<file path="src/rtl/elevator_call_register_if.sv">
// Button/controller bundle for the elevator call register.
// The master drives the raw buttons and controller status; the slave returns pending requests.
interface elevator_call_register_if;
    logic [2:0] press_up;
    logic [2:0] press_down;
    logic [3:0] press_in;
    logic [2:0] position;
    logic       open;
    logic [1:0] direction;
    logic [2:0] req_up;
    logic [2:0] req_down;
    logic [3:0] req_in;
    logic [3:0] pending_count;
    logic       pending_any;

    modport master (
        output press_up, press_down, press_in, position, open, direction,
        input  req_up, req_down, req_in, pending_count, pending_any
    );

    modport slave (
        input  press_up, press_down, press_in, position, open, direction,
        output req_up, req_down, req_in, pending_count, pending_any
    );
endinterface

</file>
<file path="src/rtl/elevator_call_register.sv">
// Captures hall/car button presses as one-shot pending requests and clears them when served.
// All outputs are registered; there is no combinational path from buttons to outputs.
module elevator_call_register #(
    parameter bit CLEAR_ON_STOP = 1'b1
) (
    input logic                     clk,
    input logic                     reset,
    elevator_call_register_if.slave bus
);

    logic [2:0] up_q, dn_q;
    logic [3:0] in_q;
    logic [2:0] req_up_q, req_up_d;
    logic [2:0] req_dn_q, req_dn_d;
    logic [3:0] req_in_q, req_in_d;
    logic [3:0] count_q, count_d;
    logic       any_q;

    logic [2:0] edge_up, edge_dn, clr_up, clr_dn;
    logic [3:0] edge_in, clr_in;
    logic       at_floor, stop_ok, dir_up, dir_dn;
    logic [1:0] floor;

    always_comb begin
        edge_up  = bus.press_up & ~up_q;
        edge_dn  = bus.press_down & ~dn_q;
        edge_in  = bus.press_in & ~in_q;
        at_floor = ~bus.position[0] & bus.open;
        floor    = bus.position[2:1];
        stop_ok  = (bus.direction == 2'b00) && CLEAR_ON_STOP;
        dir_up   = (bus.direction == 2'b01) || stop_ok;
        dir_dn   = (bus.direction == 2'b10) || stop_ok;

        clr_up = '0;
        clr_dn = '0;
        clr_in = '0;
        for (int i = 0; i < 4; i++) begin
            clr_in[i] = at_floor && (floor == 2'(i));
        end
        // Down call index i belongs to floor i+1 (2nd..4th floor).
        for (int i = 0; i < 3; i++) begin
            clr_up[i] = at_floor && dir_up && (floor == 2'(i));
            clr_dn[i] = at_floor && dir_dn && (floor == 2'(i + 1));
        end

        req_up_d = (req_up_q | edge_up) & ~clr_up;
        req_dn_d = (req_dn_q | edge_dn) & ~clr_dn;
        req_in_d = (req_in_q | edge_in) & ~clr_in;

        count_d = '0;
        for (int i = 0; i < 3; i++) begin
            count_d = count_d + {3'b000, req_up_d[i]} + {3'b000, req_dn_d[i]};
        end
        for (int i = 0; i < 4; i++) begin
            count_d = count_d + {3'b000, req_in_d[i]};
        end
    end

    always_ff @(posedge clk) begin
        // Prior samples track the buttons even in reset so a held button never fires on release.
        up_q <= bus.press_up;
        dn_q <= bus.press_down;
        in_q <= bus.press_in;
        if (reset) begin
            req_up_q <= '0;
            req_dn_q <= '0;
            req_in_q <= '0;
            count_q  <= '0;
            any_q    <= 1'b0;
        end else begin
            req_up_q <= req_up_d;
            req_dn_q <= req_dn_d;
            req_in_q <= req_in_d;
            count_q  <= count_d;
            any_q    <= (count_d != 4'd0);
        end
    end

    assign bus.req_up        = req_up_q;
    assign bus.req_down      = req_dn_q;
    assign bus.req_in        = req_in_q;
    assign bus.pending_count = count_q;
    assign bus.pending_any   = any_q;

endmodule

</file>
<file path="src/flat_wrapper.sv">
// flat-port wrapper written by rule: the top's interface ports become plain ports
module elevator_call_register_flat 
#(
    parameter bit CLEAR_ON_STOP = 1'b1
)
  (clk, reset, bus_press_up, bus_press_down, bus_press_in, bus_position, bus_open, bus_direction, bus_req_up, bus_req_down, bus_req_in, bus_pending_count, bus_pending_any);
  elevator_call_register_if bus_i ();
  input logic clk;
  input logic reset;
  input wire logic [$bits(bus_i.press_up)-1:0] bus_press_up;
  input wire logic [$bits(bus_i.press_down)-1:0] bus_press_down;
  input wire logic [$bits(bus_i.press_in)-1:0] bus_press_in;
  input wire logic [$bits(bus_i.position)-1:0] bus_position;
  input wire logic [$bits(bus_i.open)-1:0] bus_open;
  input wire logic [$bits(bus_i.direction)-1:0] bus_direction;
  output wire logic [$bits(bus_i.req_up)-1:0] bus_req_up;
  output wire logic [$bits(bus_i.req_down)-1:0] bus_req_down;
  output wire logic [$bits(bus_i.req_in)-1:0] bus_req_in;
  output wire logic [$bits(bus_i.pending_count)-1:0] bus_pending_count;
  output wire logic [$bits(bus_i.pending_any)-1:0] bus_pending_any;
  assign bus_i.press_up = bus_press_up;
  assign bus_i.press_down = bus_press_down;
  assign bus_i.press_in = bus_press_in;
  assign bus_i.position = bus_position;
  assign bus_i.open = bus_open;
  assign bus_i.direction = bus_direction;
  assign bus_req_up = bus_i.req_up;
  assign bus_req_down = bus_i.req_down;
  assign bus_req_in = bus_i.req_in;
  assign bus_pending_count = bus_i.pending_count;
  assign bus_pending_any = bus_i.pending_any;
  elevator_call_register #(.CLEAR_ON_STOP(CLEAR_ON_STOP)) u_core (.clk(clk), .reset(reset), .bus(bus_i));
endmodule
</file>
<file path="config.mk">
export PLATFORM = sky130hd
export DESIGN_NAME = elevator_call_register_flat
export DESIGN_NICKNAME = d
export VERILOG_FILES = /design/src/rtl/elevator_call_register_if.sv /design/src/rtl/elevator_call_register.sv /design/src/flat_wrapper.sv
export SDC_FILE = /design/constraint.sdc
export NUM_CORES = 1
export LEC_CHECK = 0
export CORE_UTILIZATION = 47
export CTS_CLUSTER_DIAMETER = 120
export CTS_CLUSTER_SIZE = 16
export DETAILED_ROUTE_END_ITERATION = 16
export PLACE_DENSITY = 0.86
export SETUP_SLACK_MARGIN = 0.05
export SLEW_MARGIN = 20
export SYNTH_ARGS = -nofsm -noshare
export SYNTH_HDL_FRONTEND = slang
export SYNTH_SLANG_ARGS = --single-unit
</file>
<file path="constraint.sdc">
create_clock -name clk -period 13.8 [get_ports clk]
set_input_delay 2.76 -clock clk [delete_from_list [all_inputs] [get_ports clk]]
set_output_delay 2.76 -clock clk [all_outputs]
set_load 0.01 [all_outputs]
</file>
---- Word level (Yosys, flattened, before mapping) ----
Cells that the tools add are included.
storage, ports and cells
  flip-flop bits (word level) ............. 25
  bits of input ports ..................... 18
  output and inout port bits .............. 15
  word-level logic and storage cells ...... 56
operators by class
  add/subtract/negate cells ............... 9
  equality and inequality tests ........... 5
  bitwise logic cells ..................... 17
  reduce and logical (&&, ||, !) cells .... 17
operators with widths
  operator            number
  $add 4x1->4         8
  $and 3x3->3         4
  $logic_and 1x1->1   12
  $not 3->3           4
  $and 4x4->4         2
  $not 4->4           2
  $eq 2x2->1 const B  3
  $or 3x3->3          2
  $eq 2x1->1 const B  2
  $logic_not 2->1     2
  $or 4x4->4          1
  $reduce_bool 4->1   1
  $add 1x1->2         1
  $logic_or 1x1->1    2
  $and 1x1->1         1
  $not 1->1           1

---- Longest topological paths before layout ----
  depth in word-level cells ............... 16
  depth in mapped cells ................... 12
  depth with buffers taken out ............ 12

---- Worst setup path after synthesis ----
No wires, ideal clock.
  kind .................................... in2reg
  start ................................... input bus_direction[1]
  end ..................................... register u_core.any_q, in the netlist u_core.bus.pending_any
  library setup time ...................... 135 ps
  data arrival time ....................... 6204 ps
  data required time ...................... 13665 ps
  path slack .............................. 7461 ps
  stages on the path ...................... 11
  buffers on the path ..................... 0
  cells stage by stage .................... or3b_1 -> o32a_1 -> ha_1 -> inv_1 -> fa_1 -> fa_1 -> fa_1 -> fa_1 -> fa_1 -> xor2_1 -> a41oi_1
on the way
  cells in the longest elaborated chain, start to end .. 16
  elaborated cells between the ends (all ways) .. 27
  those cells by class .................... add/sub: 9; eq/ne: 2; bitwise: 4; reduce/logical: 12
RTL lines
  element                                        line                                                        source
  from (decl)                                    flat_wrapper.sv:15                                          input wire logic [$bits(bus_i.direction)-1:0] bus_direction;
  $eq 2x1->1 or $logic_not 2->1 (tied branches)  elevator_call_register.sv:31, elevator_call_register.sv:30
  $logic_or 1x1->1 (*)                           elevator_call_register.sv:31                                dir_up = (bus.direction == 2'b01) || stop_ok;
  $logic_and 1x1->1 (*) (2 in series)            elevator_call_register.sv:42                                clr_up[i] = at_floor && dir_up && (floor == 2'(i));
  $not 3->3 (*)                                  elevator_call_register.sv:46                                req_up_d = (req_up_q | edge_up) & ~clr_up;
  $and 3x3->3 (*)                                elevator_call_register.sv:46
  via u_core.req_up_d[0]                         elevator_call_register.sv:13                                logic [2:0] req_up_q, req_up_d;
  $add 1x1->2 (*)                                elevator_call_register.sv:52                                count_d = count_d + {3'b000, req_up_d[i]} + {3'b000, req_dn_d[i]};
  $add 4x1->4 (*) (4 in series)                  elevator_call_register.sv:52
  $add 4x1->4 (*) (4 in series)                  elevator_call_register.sv:55                                count_d = count_d + {3'b000, req_in_d[i]};
  $reduce_bool 4->1 (*)                          elevator_call_register.sv:75                                any_q <= (count_d != 4'd0);
  to (signal assigned)                           elevator_call_register.sv:75
  to (decl)                                      elevator_call_register.sv:17                                logic any_q;
Mark *: on every way through the listed nets, which the timed path passes. The rest lies on a longest branch.
A chain may end at the register's enable or synchronous reset.

---- Worst setup path in the final report ----
  start ................................... input bus_open
  end ..................................... register u_core.any_q, in the netlist u_core.bus.pending_any
on the way
  cells in the longest elaborated chain, start to end .. 15
  elaborated cells between the ends (all ways) .. 29
  those cells by class .................... add/sub: 9; bitwise: 7; reduce/logical: 13
RTL lines
  element                          line                          source
  from (decl)                      flat_wrapper.sv:14            input wire logic [$bits(bus_i.open)-1:0] bus_open;
  $and 1x1->1                      elevator_call_register.sv:28  at_floor = ~bus.position[0] & bus.open;
  $logic_and 1x1->1 (2 in series)  elevator_call_register.sv:42
  $not 3->3                        elevator_call_register.sv:46
  $and 3x3->3                      elevator_call_register.sv:46
  via u_core.req_up_d[0]           elevator_call_register.sv:13
  $add 1x1->2                      elevator_call_register.sv:52
  $add 4x1->4 (4 in series)        elevator_call_register.sv:52
  $add 4x1->4 (4 in series)        elevator_call_register.sv:55
  $reduce_bool 4->1                elevator_call_register.sv:75
The timed path passes the listed nets, and every way through them passes these cells.

==> flow_summary.yaml <==
clock_network:
  clkTransAtPathRegs_ps: 120
  cts_max_level: 1
  cts_tree: "done"
  ctsHoldBuffers: 0
  numCtsBuffers: 3
  clock_latency_ps: 310
  cts.path.max_buffers: 2
  post_cts_buffers: 0
  cts.sinks: 25
  ctsResizeCount: 0
  root_buffer: "clkbuf_4"
pwr:
  p_int_uw: 129
  p_total_uw: 184
  p_leak_uw: 0.000557
  p_clk_frac: 0.170
  pwr-share-comb: 0.369
  pwr-share-seq: 0.461
  p_per_area_nw_per_um2: 136
  vdd_drop_max_mv: 0.0920
  p_sw_uw: 55.2
  swShare: 0.300
die:
  fp.dieH_um: 47.7
  die_area_um2: 2270
  die_w_um: 47.7
  core-area_um2: 1960
  initial_core_util: 0.499
  io_pins: 33
  num_rows: 16
setup_path:
  worst_ep_required_time_ps: 13980
  cp.arrival_ps: 6850
  cp_max_fo: 3
  worstSetupPathType: "in2reg"
  endpoint_kind: "register"
  rr_worst_depth: 11
  start_kind: "input pin"
  crit_start: "bus_open"
  reg2reg_from: "u_core.up_q[0]"
route:
  wl_per_cell_um: 13.1
  drc: 0
  wirelength_um: 1950
  drtIter0Drc: 9
  drt_first_pass_iters: 4
  vias: 723
  via_per_inst: 4.85
  ant_nets: 0
timing:
  hold_viol: 0
  rsz0062_at_grt: "false"
  relSlewSlack: 0.623
  setup_viol: 0
  setup_tns_ps: 0
  tightest_slew_ps: 564
  final.period_utilization: 0.484
  post-route-min-period_ps: 6670
  slew_violations: 0
  skew_ps: 7.99
  worst_hold_slack_ps: 575
  setup_ws_ps: 7130
  max_freq_mhz: 150
placed_design:
  dp_cells: 145
  place_congestion: 0.779
  io_buffers: 32
  place_ws_ps: 6760
  hpwl_um: 1590
global_route:
  grt_util_met2: 0.370
  grt_pass1_wl_um: 2950
  grt_pass1_vias: 708
  top_usage_layer: "met2"
  use_met3: 0.0453
  grt.overflow.total: 0
  grt_max_degree: 16
  grtUsageMet1: 0.201
  grt_usage: 0.201
  grt_antenna_before_repair: 0
yosys:
  syn_nets: 116
  yosysUniqueCellTypes: 20
  syn_avg_cell_area_um2: 11.3
  ys_seq_elements: 25
  yosysWarnings: 0
  syn_inst: 87
  yosysSeqAreaShare: 0.511
  synth_area_um2: 980
layout:
  drive_above_1_share: 0.0410
  nets: 152
  finalNonFillerCells: 149
  fillers: 150
  syn2layout_area_growth_pct: 38.6
  num_antenna_cells: 0
  most-common-layout-cells: "clkdlybuf4s50_1, dfxtp_1, nor2_1"
  layout_commonest_cell: "clkdlybuf4s50_1"
hold_path:
  holdPathStages: 2
  min-delay-path-class: "reg2reg"
  min-delay-start: "u_core.bus.req_in[3]"
job:
  maxCapViolCount: 0
status:
  status: "complete, no violations"
==> synth_stat cells <==
cell,n,share of area
a21oi_1,1,0.0051
a41oi_1,1,0.0089
clkbuf_1,1,0.0038
dfxtp_1,25,0.51
fa_1,6,0.12
ha_1,5,0.064
inv_1,5,0.019
nand2_1,2,0.0077
nand2b_1,2,0.013
nor2_1,12,0.046
nor2b_1,11,0.070
nor2b_4,1,0.014
o21a_1,1,0.0077
o22a_1,1,0.0089
o22ai_1,7,0.045
o32a_1,1,0.010
o32ai_1,1,0.0089
or2b_1,1,0.0077
or3b_1,2,0.018
xor2_1,1,0.0089
==> routing by layer <==
metal / up-vias / part of all wire
met5: - / 0
met4: 0 / 0.031
met1: 334 / 0.42
li1: 363 / -
met2: 22 / 0.50
met3: 4 / 0.046
==> flip-flops by register name, summed over array words and instances, names as in the netlist <==
| name | count |
|---|---|
| u_core.bus.req_down | 3 |
| u_core.in_q | 4 |
| u_core.dn_q | 3 |
| u_core.up_q | 3 |
| u_core.bus.pending_count | 4 |
| u_core.bus.req_in | 4 |
| u_core.bus.req_up | 3 |
| u_core.bus.pending_any | 1 |
==> cell type report <==
type                       count  area (µm²)  area share
clock buffer                   3        22.5      0.0166
clock inverter                 1        5.00     0.00369
inverter                       5        18.8      0.0138
multi-input combinational     56         457       0.336
sequential                    25         500       0.369
tap                           27        33.8      0.0249
timing repair buffer          32         320       0.236
==> worst paths after layout <==
kind / end / slack [ps]
max reg2reg: u_core.bus.pending_any / 10220
max: u_core.bus.pending_any / 7130
min: u_core.bus.req_in[3] / 580
min reg2reg: u_core.bus.req_in[3] / 580
==> critical path, stage by stage <==
cell and delay [ps]:
clkdlybuf4s50_1 480, or3b_1 400, o32a_1 340, ha_1 300, inv_1 80, fa_1 430, fa_1 510, fa_1 420
fa_1 410, fa_1 400, xor2_1 190, a41oi_1 140
==> power groups by stage <==
stage | sequential (µW) | clock, µW | combinational [µW]
CTS | 85.0 | 32.3 | 68.7
floorplan | 90.3 | 0 | 33.8
global route | 86.0 | 36.3 | 76.9
finish | 84.9 | 31.3 | 67.8
global placement | 85.9 | 0 | 64.5
detailed placement | 86.7 | 0 | 68.1
==> metrics by stage <==
stage / utilization / instance area (µm²)
floorplan: - / 980
global placement: 0.678 / 1330
detailed placement: 0.678 / 1330
CTS: 0.692 / 1360
global route: 0.692 / 1360
finish: 0.692 / 1360
==> logic make-up after synthesis <==
| group | share of synthesized area |
|---|---|
| buffers and inverters | 0.0230 |
| AND/OR/NAND/NOR | 0.176 |
| AO/OA/AOI/OAI | 0.0945 |
| adder cells (fa/ha/maj) | 0.186 |
| XOR/XNOR | 0.00894 |
| flip-flops | 0.511 |
Note: power is estimated with default switching activity, not from simulation.
